--- src/rtl/button_event_pkg.sv ---
// Shared event record and default parameters for button_event_ctrl.
// BUTTON_EVENT_CTRL_TIMESTAMP_EN adds a 16-bit tick stamp to each event.
package button_event_pkg;

    localparam int N_INPUTS_DEFAULT     = 4;
    localparam int TICK_CYCLES_DEFAULT  = 16_000;
    localparam int STABLE_TICKS_DEFAULT = 10;
    localparam int FIFO_DEPTH_DEFAULT   = 4;

    // Channel field sized for the largest supported input count (16).
    localparam int CHAN_W  = 4;
    localparam int STAMP_W = 16;

    typedef struct packed {
`ifdef BUTTON_EVENT_CTRL_TIMESTAMP_EN
        logic [STAMP_W-1:0] stamp;
`endif
        logic [CHAN_W-1:0]  chan;
        logic               press;
    } evt_t;

endpackage

--- src/rtl/button_event_ctrl_fifo.sv ---
// evt_fifo: synchronous event queue with flop-based storage.
// Head is read straight from storage flops; full/empty from a count.
module evt_fifo
    import button_event_pkg::*;
#(
    parameter int DEPTH = FIFO_DEPTH_DEFAULT
) (
    input  logic aclk,
    input  logic reset,
    input  logic push,
    input  evt_t data,
    output logic full,
    input  logic pop,
    output evt_t head,
    output logic empty
);

    localparam int AW = $clog2(DEPTH);
    localparam logic [AW:0] FULL_CNT = DEPTH[AW:0];

    evt_t          mem [DEPTH];
    logic [AW-1:0] wr_ptr;
    logic [AW-1:0] rd_ptr;
    logic [AW:0]   count;
    logic          do_push;
    logic          do_pop;

    // A push is still accepted when full if the head leaves this cycle.
    assign do_pop  = pop && !empty;
    assign do_push = push && (!full || do_pop);
    assign full    = (count == FULL_CNT);
    assign empty   = (count == '0);
    assign head    = mem[rd_ptr];

    // Storage, pointers and occupancy.
    always_ff @(posedge aclk or posedge reset) begin
        if (reset) begin
            for (int i = 0; i < DEPTH; i++) begin
                mem[i] <= '0;
            end
            wr_ptr <= '0;
            rd_ptr <= '0;
            count  <= '0;
        end else begin
            if (do_push) begin
                mem[wr_ptr] <= data;
                wr_ptr      <= wr_ptr + 1'b1;
            end
            if (do_pop) begin
                rd_ptr <= rd_ptr + 1'b1;
            end
            if (do_push && !do_pop) begin
                count <= count + 1'b1;
            end else if (do_pop && !do_push) begin
                count <= count - 1'b1;
            end
        end
    end

endmodule

--- src/rtl/button_event_ctrl.sv ---
// button_event_ctrl: debounced buttons with a queued press/release stream.
// Option BUTTON_EVENT_CTRL_TIMESTAMP_EN adds ev_time (tick count stamp).
module button_event_ctrl
    import button_event_pkg::*;
#(
    parameter int N_INPUTS     = N_INPUTS_DEFAULT,
    parameter int TICK_CYCLES  = TICK_CYCLES_DEFAULT,
    parameter int STABLE_TICKS = STABLE_TICKS_DEFAULT,
    parameter int FIFO_DEPTH   = FIFO_DEPTH_DEFAULT
) (
    input  logic                        aclk,
    input  logic                        reset,
    input  logic [N_INPUTS-1:0]         in,
    output logic [N_INPUTS-1:0]         level,
    output logic                        ev_valid,
    input  logic                        ev_ready,
    output logic [$clog2(N_INPUTS)-1:0] ev_chan,
    output logic                        ev_press,
    output logic                        overflow,
`ifdef BUTTON_EVENT_CTRL_TIMESTAMP_EN
    output logic [STAMP_W-1:0]          ev_time,
`endif
    input  logic                        clear_overflow
);

    localparam int CW = $clog2(N_INPUTS);
    localparam int PW = (TICK_CYCLES > 1) ? $clog2(TICK_CYCLES) : 1;
    localparam int SW = $clog2(STABLE_TICKS + 1);
    localparam logic [PW-1:0] TICK_LAST = PW'(TICK_CYCLES - 1);
    localparam logic [SW-1:0] CNT_LAST  = SW'(STABLE_TICKS - 1);
    localparam logic [CW-1:0] CHAN_LAST = CW'(N_INPUTS - 1);

    logic [N_INPUTS-1:0] sync_a;
    logic [N_INPUTS-1:0] sync_b;
    logic [PW-1:0]       pre_cnt;
    logic                tick;
    logic [SW-1:0]       stab_cnt [N_INPUTS];
    logic [N_INPUTS-1:0] qual;
    logic [N_INPUTS-1:0] pend;
    logic [N_INPUTS-1:0] pend_dir;
    logic [N_INPUTS-1:0] grant;
    logic [CW-1:0]       rr_ptr;
    logic [CW-1:0]       arb_chan;
    logic [CW-1:0]       arb_sel;
    logic                arb_any;
    int                  arb_idx;
    logic                fifo_full;
    logic                fifo_empty;
    logic                fifo_ready;
    logic                push;
    logic                pop;
    logic                ovf_set;
    evt_t                push_evt;
    evt_t                head_evt;

`ifdef BUTTON_EVENT_CTRL_TIMESTAMP_EN
    logic [STAMP_W-1:0]  tick_time;
    logic [STAMP_W-1:0]  pend_stamp [N_INPUTS];
`endif

    // Two-flop synchronizer on every raw button line.
    always_ff @(posedge aclk or posedge reset) begin
        if (reset) begin
            sync_a <= '0;
            sync_b <= '0;
        end else begin
            sync_a <= in;
            sync_b <= sync_a;
        end
    end

    assign tick = (pre_cnt == TICK_LAST);

    // Shared prescaler producing the debounce tick.
    always_ff @(posedge aclk or posedge reset) begin
        if (reset) begin
            pre_cnt <= '0;
        end else if (tick) begin
            pre_cnt <= '0;
        end else begin
            pre_cnt <= pre_cnt + 1'b1;
        end
    end

    // A channel qualifies on the tick that completes its stable run.
    always_comb begin
        qual = '0;
        for (int i = 0; i < N_INPUTS; i++) begin
            qual[i] = tick && (sync_b[i] != level[i])
                      && (stab_cnt[i] == CNT_LAST);
        end
    end

    // Per-channel stable-tick counters and debounced level.
    always_ff @(posedge aclk or posedge reset) begin
        if (reset) begin
            level <= '0;
            for (int i = 0; i < N_INPUTS; i++) begin
                stab_cnt[i] <= '0;
            end
        end else begin
            for (int i = 0; i < N_INPUTS; i++) begin
                if (sync_b[i] == level[i]) begin
                    stab_cnt[i] <= '0;
                end else if (qual[i]) begin
                    stab_cnt[i] <= '0;
                    level[i]    <= ~level[i];
                end else if (tick) begin
                    stab_cnt[i] <= stab_cnt[i] + 1'b1;
                end
            end
        end
    end

    // Round-robin search for the first pending channel from rr_ptr.
    always_comb begin
        arb_any  = 1'b0;
        arb_chan = '0;
        arb_sel  = '0;
        arb_idx  = 0;
        for (int off = 0; off < N_INPUTS; off++) begin
            arb_idx = int'(rr_ptr) + off;
            if (arb_idx >= N_INPUTS) begin
                arb_idx = arb_idx - N_INPUTS;
            end
            arb_sel = CW'(arb_idx);
            if (!arb_any && pend[arb_sel]) begin
                arb_any  = 1'b1;
                arb_chan = arb_sel;
            end
        end
    end

    assign pop        = !fifo_empty && ev_ready;
    assign fifo_ready = !fifo_full || pop;
    assign push       = arb_any && fifo_ready;

    // One-hot grant and the record written into the queue.
    always_comb begin
        grant          = '0;
        push_evt       = '0;
        push_evt.chan  = CHAN_W'(arb_chan);
        push_evt.press = pend_dir[arb_chan];
`ifdef BUTTON_EVENT_CTRL_TIMESTAMP_EN
        push_evt.stamp = pend_stamp[arb_chan];
`endif
        if (push) begin
            grant[arb_chan] = 1'b1;
        end
    end

    // Requalifying while still pending collapses press+release.
    assign ovf_set = |(qual & pend & ~grant);

    // Pending flags, their direction and the arbiter pointer.
    always_ff @(posedge aclk or posedge reset) begin
        if (reset) begin
            pend     <= '0;
            pend_dir <= '0;
            rr_ptr   <= '0;
        end else begin
            for (int i = 0; i < N_INPUTS; i++) begin
                if (qual[i]) begin
                    if (pend[i] && !grant[i]) begin
                        pend[i] <= 1'b0;
                    end else begin
                        pend[i]     <= 1'b1;
                        pend_dir[i] <= ~level[i];
                    end
                end else if (grant[i]) begin
                    pend[i] <= 1'b0;
                end
            end
            if (push) begin
                rr_ptr <= (arb_chan == CHAN_LAST) ? '0
                                                  : arb_chan + 1'b1;
            end
        end
    end

    // Sticky overflow; a new set outranks a same-cycle clear.
    always_ff @(posedge aclk or posedge reset) begin
        if (reset) begin
            overflow <= 1'b0;
        end else if (ovf_set) begin
            overflow <= 1'b1;
        end else if (clear_overflow) begin
            overflow <= 1'b0;
        end
    end

`ifdef BUTTON_EVENT_CTRL_TIMESTAMP_EN
    // Free-running tick count, wrapping naturally at 16 bits.
    always_ff @(posedge aclk or posedge reset) begin
        if (reset) begin
            tick_time <= '0;
        end else if (tick) begin
            tick_time <= tick_time + 1'b1;
        end
    end

    // Stamp captured when the channel qualifies.
    always_ff @(posedge aclk or posedge reset) begin
        if (reset) begin
            for (int i = 0; i < N_INPUTS; i++) begin
                pend_stamp[i] <= '0;
            end
        end else begin
            for (int i = 0; i < N_INPUTS; i++) begin
                if (qual[i]) begin
                    pend_stamp[i] <= tick_time;
                end
            end
        end
    end

    assign ev_time = head_evt.stamp;
`endif

    evt_fifo #(
        .DEPTH (FIFO_DEPTH)
    ) u_fifo (
        .aclk  (aclk),
        .reset (reset),
        .push  (push),
        .data  (push_evt),
        .full  (fifo_full),
        .pop   (pop),
        .head  (head_evt),
        .empty (fifo_empty)
    );

    assign ev_valid = !fifo_empty;
    assign ev_chan  = CW'(head_evt.chan);
    assign ev_press = head_evt.press;

endmodule

--- config.mk ---
export PLATFORM = sky130hd
export DESIGN_NAME = button_event_ctrl
export DESIGN_NICKNAME = d
export VERILOG_FILES = /design/src/rtl/button_event_pkg.sv /design/src/rtl/button_event_ctrl_fifo.sv /design/src/rtl/button_event_ctrl.sv
export SDC_FILE = /design/constraint.sdc
export NUM_CORES = 1
export LEC_CHECK = 0
export ABC_CLOCK_PERIOD_IN_PS = 3100
export CAP_MARGIN = 20
export CORE_MARGIN = 1
export CORE_UTILIZATION = 61
export DETAILED_ROUTE_END_ITERATION = 10
export PLACE_DENSITY = 0.8
export SYNTH_ARGS = -nofsm -noshare
export SYNTH_HDL_FRONTEND = slang
export SYNTH_HIERARCHICAL = 1
export SYNTH_SLANG_ARGS = --single-unit
export TNS_END_PERCENT = 100
--- constraint.sdc ---
create_clock -name aclk -period 3.1 [get_ports aclk]
set_input_delay 0.775 -clock aclk [delete_from_list [all_inputs] [get_ports aclk]]
set_output_delay 0.775 -clock aclk [all_outputs]
set_load 0.03 [all_outputs]
## After elaboration in Yosys (flattened, before gate mapping)

Index checks and enable logic that the tools add are counted.

| cells by class | value |
|---|---|
| mux-type cells | 61 |
| eq/ne operators | 15 |
| reduce and logical (&&, ||, !) cells | 56 |
| order comparisons | 13 |
| $add $sub $neg | 17 |
| bitwise gates (word level) | 17 |

Operators with widths:

| cell | count |
|---|---|
| $mux 4 | 13 |
| $mux 1 | 24 |
| $logic_and 1x1->1 | 23 |
| $bwmux 20 | 1 |
| $mux 2 | 9 |
| $add 4x1->4 const B | 4 |
| $eq 4x4->1 const B | 4 |
| $reduce_and 2->1 | 8 |
| $ge 3x3->1 const B | 5 |
| $lt 2x3->1 const B | 5 |
| $add 14x1->14 const B | 1 |
| $eq 14x14->1 const B | 1 |
| $mux 14 | 1 |
| $mux 3 | 4 |
| $not 1->1 | 12 |
| $reduce_bool 2->1 | 6 |
| $reduce_bool 3->1 | 4 |
| $logic_not 1->1 | 11 |
| $bmux 1 s2 | 5 |
| $bmux 5 s2 | 1 |
| $demux 5 s2 | 1 |
| $and 4x4->4 | 2 |
| $sub 2x1->2 const B | 4 |
| $add 2x1->2 const B | 3 |
| 18 further kinds | 27 |

| storage, ports and cells | value |
|---|---|
| register bits | 80 |
| output and inout port bits | 9 |

## Logic depth before layout (Yosys ltp)

| logic depth | value |
|---|---|
| depth after elaboration | 23 |
| gate-level depth with buffers | 11 |

## By module

Netlist, hierarchy kept.

By module, submodules not included:

| module | area each (um^2) | instances | sequential area each (um^2) | cells each |
|---|---|---|---|---|
| button_event_ctrl | 2707.6 | 1 | 1326.3 | 264 |
| evt_fifo | 1283.7 | 1 | 675.6 | 87 |

## Least setup slack after synthesis

OpenSTA, ideal clock, no wires.

| path | value |
|---|---|
| path kind | input-to-reg |
| from | input ev_ready |
| to | register u_fifo.count[2] |
| required time | 3021 ps |
| buffers on the path | 0 |
| stages on the path | 9 |
| arrival | 2513 ps |
| setup time | 79 ps |
| slack | 508 ps |
| cell sequence | nand2b_1 -> a21oi_1 -> nor2b_1 -> ha_1 -> inv_1 -> fa_1 -> xor2_1 -> nor2_1 -> xor2_1 |

| between the ends | value |
|---|---|
| cells in the longest elaborated chain, start to end | 7 |

Ends and longest elaborated chain:

| item | line | text |
|---|---|---|
| from (decl) | button_event_ctrl.sv:16 | `input logic ev_ready,` |
| $logic_and 1x1->1 * | button_event_ctrl.sv:134 | `assign pop = !fifo_empty && ev_ready;` |
| $logic_or 1x1->1 * | button_event_ctrl.sv:135 | `assign fifo_ready = !fifo_full \|\| pop;` |
| $logic_and 1x1->1 * | button_event_ctrl.sv:136 | `assign push = arb_any && fifo_ready;` |
| via push | button_event_ctrl.sv:50 | `logic push;` |
| $logic_and 1x1->1 * | button_event_ctrl_fifo.sv:30 | `assign do_push = push && (!full \|\| do_pop);` |
| via u_fifo.do_push | button_event_ctrl_fifo.sv:25 | `logic do_push;` |
| $logic_not 1->1 | button_event_ctrl_fifo.sv:54 | `end else if (do_pop && !do_push) begin` |
| $logic_and 1x1->1 | button_event_ctrl_fifo.sv:54 |  |
| $reduce_bool 2->1 (no source line) | - |  |
| to (signal assigned) | button_event_ctrl_fifo.sv:53 | `count <= count + 1'b1;` |
| to (signal assigned) | button_event_ctrl_fifo.sv:55 | `count <= count - 1'b1;` |
| to (decl) | button_event_ctrl_fifo.sv:24 | `logic [AW:0] count;` |

Mark *: on every way through the listed nets, which the timed path passes. The rest lies on a longest branch.
A chain may end at the register's enable or synchronous reset.

## Final worst setup path

| path | value |
|---|---|
| from | register u_fifo.rd_ptr[0] |
| to | output ev_press |

| between the ends | value |
|---|---|
| cells in the longest elaborated chain, start to end | 4 |

Ends and longest elaborated chain:

| item | line | text |
|---|---|---|
| from (decl) | button_event_ctrl_fifo.sv:23 | `logic [AW-1:0] rd_ptr;` |
| from (signal assigned) | button_event_ctrl_fifo.sv:50 | `rd_ptr <= rd_ptr + 1'b1;` |
| $not 2->3 (not written as such) | button_event_ctrl_fifo.sv:33 | `assign head = mem[rd_ptr];` |
| $bmux 5 s2 | button_event_ctrl_fifo.sv:33 |  |
| $mux 3 (not written as such) (2 in series) | button_event_ctrl_fifo.sv:33 |  |
| to (decl) | button_event_ctrl.sv:18 | `output logic ev_press,` |

No other way between the ends. The select of a mux whose other input is x is not followed.

==> metrics.yaml <==
critical_path:
  slowest_stage: "clkdlybuf4s50_1"
  arrival_ps: 1990
  critical_path_class: "reg2out"
  slowest_delay_ps: 610
  startpoint_type: "register"
  end_kind: "output port"
  cp_max_fo: 5
  r2r_cells: 9
  path_cells: "mux4_2 -> clkdlybuf4s50_1"
  crit_required_ps: 2320
  rr_startpoint: "u_fifo/count[0]"
  r2r_slack_ps: 360
  r2r_end: "u_fifo/count[1]"
synthesis:
  yosys_warnings: 6
  syn_inst: 332
  syn-num-nets: 359
  syn_area_mm2: 0.003652
  avgSynthCellArea_um2: 11.00
floorplanning:
  die_area_mm2: 0.006300
  initial_core_util: 0.6474
  core_mm2: 0.005642
  fp-row-count: 27
  io_pins: 17
  die_h_um: 79.38
  die_width_um: 79.38
timing:
  fmaxAchievable_ghz: 0.3614
  setup_violations: 0
  worstMarginPinSlew_ps: 836.6
  slew_violations: 0
  rsz0062_at_grt: "no"
  finalHoldViolations: 0
  min_period_ps: 2767
  hold_ws_ps: 354.9
  setup_tns_ps: 0
  fin_crit_sh: 0.8926
  maxSlewHeadroom: 0.4371
  clock_skew_ps: 9.030
min_path:
  hold_depth: 0
  hold_end: "sync_b[2]"
  hp-start: "sync_a[2]"
  holdCritPathClass: "reg2reg"
routing:
  routed_wl_um: 6768
  detail_route.first_pass.iterations: 4
  wl_per_cell_um: 15.56
  drt_first_iter_violations: 140
  ant_nets: 0
  vias: 2536
  drc_errors: 0
  viasPerCell: 5.830
layout:
  layout_commonest_cell: "dfrtp_1"
  diodes: 0
  multi_input_area_mm2: 0.001737
  design_area_mm2: 0.004115
  seq_area_mm2: 0.001802
  fillerInstances: 416
  final_nets: 385
  instances_no_fill: 435
  area_delta_synth_final_pct: 12.68
  final_cell_mix: "dfrtp_1 (72), nor2_1 (30), nand2_1 (26), a21oi_1 (20), mux2_2 (19)"
  drive_above_1_share: 0.1433
clock_network:
  cts_max_level: 3
  cts_buffer_depth: 2
  cts_resized: 0
  clk_pin_slew_ps: 70
  postCtsSetupBuffers: 0
  cts_made_buffers: 9
  cts_root_buf: "clkbuf_8"
  hold_buffers: 0
  clock_sinks: 72
  clock_latency_ps: 340
  cts_tree: "done"
run:
  max_cap_violations: 0
power_and_ir_drop:
  switching_share: 0.2718
  p_sw_mw: 0.5956
  p_seq_frac: 0.510
  pwr-share-clk: 0.337
  power.leakage_nw: 1.818
  power.share.combinational: 0.154
  powerDensity_mw_per_mm2: 532.6
  p_int_mw: 1.596
  ir_worst_vdd_uv: 416.3
placed_design:
  portBuffers: 16
  placed_cell_area_mm2: 0.003916
  place_inst: 419
  gp_congestion: 0.7636
  dp_hpwl_um: 4729
grt:
  grt.total_usage: 0.2445
  antenna_found_initial: 0
  overflow: 0
  grt_pass1_vias: 2470
  grt_max_degree: 54
  grt_pass1_wl_um: 11560
run_status:
  status: "finished, final reports clean"
how the worst max path moves through the flow:
stage                      end  slack [ps]  cells after the start             start
2_1_floorplan  u_fifo/count[2]         510                      9          ev_ready
3_3_place_gp   u_fifo/count[1]         260                      9          ev_ready
3_5_place_dp   u_fifo/count[2]         140                     10          ev_ready
4_1_cts               ev_press         310                      2  u_fifo/rd_ptr[0]
5_1_grt        u_fifo/count[1]         170                      9   u_fifo/count[0]
6_report              ev_press         330                      2  u_fifo/rd_ptr[0]
through the flow:
step / utilization / power, mW / setup WS (ps)
6_report: 0.7294 / 2.192 / 333.1
5_1_grt: 0.7294 / 2.290 / 172.1
4_1_cts: 0.7294 / 2.212 / 307.2
3_5_place_dp: 0.6942 / 1.461 / 139.9
3_3_place_gp: 0.6942 / 1.438 / 264.2
2_1_floorplan: - / 1.352 / 508.1
layer usage:
metal | vias up | share of wire | global-route usage
li1 | 1230 | - | -
met1 | 1255 | 0.47 | 0.3172
met2 | 38 | 0.49 | 0.3836
met3 | 13 | 0.025 | 0.07200
met4 | 0 | 0.018 | 0.1018
met5 | - | 0 | 0
power groups by stage:
| stage | clock, mW | combinational (mW) | sequential (mW) |
|---|---|---|---|
| after floorplan | 0 | 0.271 | 1.08 |
| after global placement | 0 | 0.314 | 1.12 |
| after detailed placement | 0 | 0.329 | 1.13 |
| after CTS | 0.755 | 0.340 | 1.12 |
| after global routing | 0.796 | 0.368 | 1.13 |
| final | 0.738 | 0.337 | 1.12 |
area by class of cell:
type | instances | share of cell area
inverters | 18 | 0.01642
clock buffers | 13 | 0.03861
multi-input cells | 233 | 0.4220
well taps | 72 | 0.02189
clock inverters | 3 | 0.009729
flip-flops and latches | 72 | 0.4378
repair buffers | 24 | 0.05351
worst max-delay path: cells and delay by family (launching register included):
family                 cells  cell delay, ps
buffers and inverters      1             610
flip-flops                 1             520
multiplexers               1             530
state kept, by name, indices dropped and copies added, names as in the netlist:
signal and count:
pre_cnt 14, overflow 1, pend 4, u_fifo/count 3, stab_cnt 16, u_fifo/wr_ptr 2
level 4, rr_ptr 2, u_fifo/mem 12, u_fifo/rd_ptr 2, sync_a 4, pend_dir 4
sync_b 4
No activity file was read; power rests on OpenSTA's default activity.
